`config.mk`:
```
export PLATFORM = sky130hd
export DESIGN_NAME = mult_sched
export DESIGN_NICKNAME = d
export VERILOG_FILES = /design/src/rtl/mult_sched.sv
export SDC_FILE = /design/constraint.sdc
export NUM_CORES = 1
export LEC_CHECK = 0
export ABC_AREA = 1
export CORE_MARGIN = 3
export CORE_UTILIZATION = 40
export CTS_CLUSTER_SIZE = 30
export DETAILED_ROUTE_END_ITERATION = 8
export PLACE_DENSITY = 0.7
export SLEW_MARGIN = 25
export SYNTH_ARGS = -nofsm -noshare
export SYNTH_HDL_FRONTEND = slang
export SYNTH_SLANG_ARGS = --single-unit
```
`constraint.sdc`:
```
create_clock -name clk_i -period 1.9 [get_ports clk_i]
set_input_delay 0.38 -clock clk_i [delete_from_list [all_inputs] [get_ports clk_i]]
set_output_delay 0.38 -clock clk_i [all_outputs]
set_load 0.01 [all_outputs]
```
`src/rtl/mult_sched.sv`:
```
// Issue arbiter and writeback tag tracker for a shared pipelined multiplier.
// Optional build macro MULT_SCHED_FIXED_PRIO_EN makes port 0 always win contention.
module mult_sched #(
    parameter int MULT_STAGES = 2
) (
    input  logic       clk_i,
    input  logic       rstn_i,
    input  logic       req0_valid_i,
    input  logic [4:0] req0_tag_i,
    output logic       req0_ready_o,
    input  logic       req1_valid_i,
    input  logic [4:0] req1_tag_i,
    output logic       req1_ready_o,
    input  logic       hold_i,
    output logic       mul_valid_o,
    output logic       mul_sel_o,
    output logic       wb_valid_o,
    output logic       wb_port_o,
    output logic [4:0] wb_tag_o,
    output logic       busy_o
);

    typedef struct packed {
        logic       valid;
        logic       port;
        logic [4:0] tag;
    } entry_t;

    entry_t     pipe_q [MULT_STAGES];
    logic [1:0] cnt_q, cnt_d;
    logic       sel_q;
    logic       prio;
    logic       gnt_v, gnt_p;
    logic [4:0] gnt_tag;
    logic       retire;

`ifdef MULT_SCHED_FIXED_PRIO_EN
    assign prio = 1'b0;
`else
    logic prio_q, prio_d;

    assign prio   = prio_q;
    assign prio_d = gnt_v ? ~gnt_p : prio_q;

    always_ff @(posedge clk_i or negedge rstn_i) begin
        if (!rstn_i) begin
            prio_q <= 1'b0;
        end else begin
            prio_q <= prio_d;
        end
    end
`endif

    // Grants are suppressed while in reset so every output reads 0 then.
    always_comb begin
        gnt_v = 1'b0;
        gnt_p = 1'b0;
        if (rstn_i && !hold_i) begin
            if (req0_valid_i && req1_valid_i) begin
                gnt_v = 1'b1;
                gnt_p = prio;
            end else if (req0_valid_i) begin
                gnt_v = 1'b1;
            end else if (req1_valid_i) begin
                gnt_v = 1'b1;
                gnt_p = 1'b1;
            end
        end
    end

    assign gnt_tag      = gnt_p ? req1_tag_i : req0_tag_i;
    assign req0_ready_o = gnt_v && !gnt_p;
    assign req1_ready_o = gnt_v && gnt_p;
    assign mul_valid_o  = gnt_v;
    assign mul_sel_o    = gnt_v ? gnt_p : sel_q;

    assign retire = pipe_q[MULT_STAGES-1].valid && !hold_i;

    always_comb begin
        cnt_d = cnt_q;
        unique case ({gnt_v, retire})
            2'b10:   cnt_d = cnt_q + 2'd1;
            2'b01:   cnt_d = cnt_q - 2'd1;
            default: cnt_d = cnt_q;
        endcase
    end

    always_ff @(posedge clk_i or negedge rstn_i) begin
        if (!rstn_i) begin
            for (int i = 0; i < MULT_STAGES; i++) begin
                pipe_q[i] <= '0;
            end
            cnt_q <= 2'd0;
            sel_q <= 1'b0;
        end else begin
            if (!hold_i) begin
                pipe_q[0] <= '{valid: gnt_v, port: gnt_p, tag: gnt_tag};
                for (int i = 1; i < MULT_STAGES; i++) begin
                    pipe_q[i] <= pipe_q[i-1];
                end
            end
            cnt_q <= cnt_d;
            sel_q <= mul_sel_o;
        end
    end

    assign wb_valid_o = pipe_q[MULT_STAGES-1].valid;
    assign wb_port_o  = pipe_q[MULT_STAGES-1].port;
    assign wb_tag_o   = pipe_q[MULT_STAGES-1].tag;
    assign busy_o     = (cnt_q != 2'd0);

endmodule

```
Word-level counts from Yosys, hierarchy flattened
Index checks and enable logic that the tools add are counted.

storage, ports and cells
  output and inout bits = 12
  word-level logic and storage cells = 33
  flip-flop bits (word level) = 18
  input port bits = 15

operators by class
  equality and inequality tests = 2
  add/sub/neg operators = 2
  bitwise logic cells = 1
  reduce and logical (&&, ||, !) cells = 9
  mux-type cells = 10

operator list
  cell                 number
  $mux 1               8
  $logic_and 1x1->1    5
  $mux 5               1
  $pmux 2 s2           1
  $reduce_bool 2->1    2
  $add 2x1->2 const B  1
  $eq 2x1->1 const B   1
  $eq 2x2->1 const B   1
  $logic_not 1->1      2
  $sub 2x1->2 const B  1
  $not 1->1            1

Logic depth before layout (Yosys ltp)
  depth after elaboration = 6
  mapped depth = 7
  mapped depth without buffers = 7

Least setup slack after synthesis
No wires, ideal clock.

  path kind = input -> register
  from = input hold_i
  to = register cnt_q[1]
  required time = 1.779 ns
  setup slack = 0.418 ns
  arrival = 1.361 ns
  stages = 7
  library setup time = 0.121 ns
  buffers on the path = 1
  cell sequence = buf_6 > nor2_8 > o21ai_4 > ha_1 > a21oi_1 > nand2_1 > xor2_1

on the way
  word-level cells in the longest chain between the ends = 5
  elaborated cells between the ends (all ways) = 8
  those cells by class = eq/ne (2); mux (2); reduce/logical (4)

RTL lines
  what                                             line  RTL
  start, declared                                  14    input logic hold_i,
  $logic_not 1->1 (*)                              -
  $logic_and 1x1->1                                58    if (rstn_i && !hold_i) begin
  $mux 1                                           58
  $eq 2x1->1 or $eq 2x2->1 (tied branches)         81    unique case ({gnt_v, retire})
  $pmux 2 s2 or $reduce_bool 2->1 (tied branches)  -
  end signal, assigned                             102   cnt_q <= cnt_d;
  end, declared                                    30    logic [1:0] cnt_q, cnt_d;

Mark *: on every way between the ends. The rest lies on a longest branch, timed or not.
A chain may end at the register's enable or synchronous reset.

Worst setup path after layout
  from = input rstn_i
  to = output mul_sel_o

on the way
  word-level cells in the longest chain between the ends = 3
  elaborated cells between the ends (all ways) = 4
  those cells by class = mux (3); reduce/logical (1)

RTL lines
  what                   line  RTL
  start, declared        7     input logic rstn_i,
  $logic_and 1x1->1 (*)  58
  $mux 1                 58
  $mux 1 (*)             75    assign mul_sel_o = gnt_v ? gnt_p : sel_q;
  end, declared          16    output logic mul_sel_o,

Marked as above.

==> flow_summary.yaml <==
global_route:
  grt_usage_pct: 14.7
  overflow: 0
  antenna_found_initial: 0
  grt_pass1_vias: 673
  grt_max_degree: 19
  grt_pass1_wl_um: 3030
pwr:
  switchingPower_mw: 0.265
  seqPwrFrac_pct: 51.4
  p_per_area_nw_per_um2: 782
  clockPowerShare_pct: 19.6
  power.total_mw: 0.931
  peakVddDrop_uv: 568
  intPower_mw: 0.666
  share_comb_of_total_power_pct: 29.0
  switching_share_pct: 28.5
  p_leak_nw: 0.608
clocking:
  cts-buffers-inserted: 3
  clk_latency_ps: 280
  postCtsSetupBuffers: 0
  holdBufCountCts: 0
  clk_path_buf_depth: 2
  clk_pin_slew_ps: 90
  cts_tree: "done"
  clock_sinks: 18
  cts_max_level: 1
  cts_root_buf: "clkbuf_4"
floorplan:
  die_w_um: 52.7
  placementRows: 16
  fp.coreArea_um2: 2020
  design.die.area_um2: 2780
  die_y_um: 52.7
  start_util_pct: 43.1
  ios: 27
logic_synthesis:
  syn-num-nets: 111
  netlist_area_um2: 872
  yosysUniqueCellTypes: 22
  ys_ff_latch: 18
  syn_avg_cell_area_um2: 9.18
  yosysWarningCount: 0
  synth_cells: 95
  yosysSeqAreaShare_pct: 51.6
finish:
  fin_nets: 142
  diodes: 0
  fin_util_pct: 58.9
  syn_to_final_growth_pct: 36.6
  final_cell_mix: "nand2_1, dfrtp_1, clkdlybuf4s50_1"
  instances_no_fill: 151
  drive_above_1_share_pct: 17.7
  layout_commonest_cell: "nand2_1"
  design_area_um2: 1190
route:
  drt_iter0_drc: 9
  dr.pass1.iters: 4
  drc: 0
  ant_nets: 0
  drt_wl_total_um: 1700
  vias: 693
  via_per_inst: 4.59
  routedWlPerCell_um: 11.3
placed_design:
  place_ws_ps: -366
  postPlaceCellArea_um2: 1170
  place_congestion: 0.727
  port_buffers: 26
  hpwl_um: 1290
  dpl.cell_count: 148
critical_path:
  path_max_fanout: 3
  rr_worst_depth: 6
  endpoint_kind: "output port"
  rrSetupSlack_ps: 680
  path_class: "in2out"
  critical_path_arrival_ps: 1330
  rr_endpoint: "cnt_q[1]"
  required_ps: 1520
  cp-start-kind: "input pin"
  startpoint: "rstn_i"
  rr_startpoint: "wb_valid_o"
job:
  cap_viol_max_count: 0
timing:
  timing.max_slew.rel_slack_pct: 76.7
  final_min_period_over_clock_period_pct: 89.9
  finalSetupViolCount: 0
  rsz0062_at_grt: "no"
  fin_skew_ps: 0.296
  worst_slack_ps: 191
  period_minus_slack_ps: 1710
  maxSlewViolCount: 0
  whs_ps: 236
  max_freq_ghz: 0.585
  tns_ps: 0
  tightestPinTransition_ps: 349
  hold_viol: 0
status:
  outcome: "completed"
worst_hold_path:
  hold_class: "in2async"
## Yosys cell counts
library cell / instances / area, um2
buf_4: 5 / 37.5
nand3_4: 1 / 17.5
nand2_1: 27 / 101
buf_2: 2 / 10.0
nand4_1: 5 / 31.3
or2_2: 1 / 6.26
nor2_1: 1 / 3.75
xnor2_1: 1 / 8.76
nand2_2: 1 / 6.26
dfrtp_1: 18 / 450
o21ai_2: 1 / 8.76
inv_2: 1 / 3.75
inv_1: 10 / 37.5
clkbuf_2: 1 / 5.00
a21oi_1: 1 / 5.00
buf_6: 1 / 11.3
o21ai_4: 1 / 16.3
ha_1: 1 / 12.5
nand3_1: 10 / 50.1
o21ai_0: 4 / 20.0
xor2_1: 1 / 8.76
nor2_8: 1 / 20.0
## power groups by stage
stage	logic, mW	registers, mW	clock network (mW)
global placement	0.274	0.485	0
global route	0.302	0.486	0.209
detailed placement	0.278	0.487	0
CTS	0.275	0.479	0.190
floorplan	0.159	0.482	0
finish	0.270	0.479	0.182
## routing by layer
metal | share of wire, % | GRT usage, % | vias to the layer above | routed length, um
li1 | - | - | 354 | -
met1 | 47 | 19.1 | 317 | 794
met2 | 46 | 23.8 | 20 | 786
met3 | 5.9 | 4.84 | 2 | 100
met4 | 1.0 | 2.98 | 0 | 17
met5 | 0 | 0 | - | 0
## logic make-up after synthesis
| kind of cell | synth area share, % |
|---|---|
| AND/OR/NAND/NOR | 27.1 |
| buffers and inverters | 12.1 |
| flip-flops | 51.6 |
| AO/OA/AOI/OAI | 5.74 |
| XOR/XNOR | 2.01 |
| adder cells (fa/ha/maj) | 1.43 |
## state kept, by name, summed over array words and instances (netlist names)
register and count:
pipe_q 7, wb_tag_o 5, cnt_q 2, prio 1, sel_q 1, wb_port_o 1
wb_valid_o 1
## critical path, stage by stage
cell           delay [ps]
dlygate4sd2_1         250
inv_2                  80
nor2_8                150
o21ai_4                80
nand2_1                60
nand2_1                50
dlygate4sd2_1         280
## final cells by class
cell class,instances,area (um2)
Multi-Input combinational cell,57,319
Timing Repair Buffer,35,324
Inverter,11,41.3
Sequential cell,18,450
Fill cell,196,831
Tap cell,27,33.8
Clock buffer,3,22.5
## what timing repair did
| action | in CTS | in global routing |
|---|---|---|
| gates cloned | 0 | 0 |
| setup endpoints to repair | 4 | 2 |
| pin swaps | 1 | 0 |
| resized for setup | 11 | 1 |
## worst max path at each step
stage                        end  slack [ps]  depth (start not counted)
floorplan               cnt_q[1]         420                          7
finish                 mul_sel_o         190                          7
global route           mul_sel_o         140                          7
global placement    req0_ready_o        -340                          8
CTS                    mul_sel_o          20                          5
detailed placement  req0_ready_o        -370                          8
(Power assumes the default switching activity.)
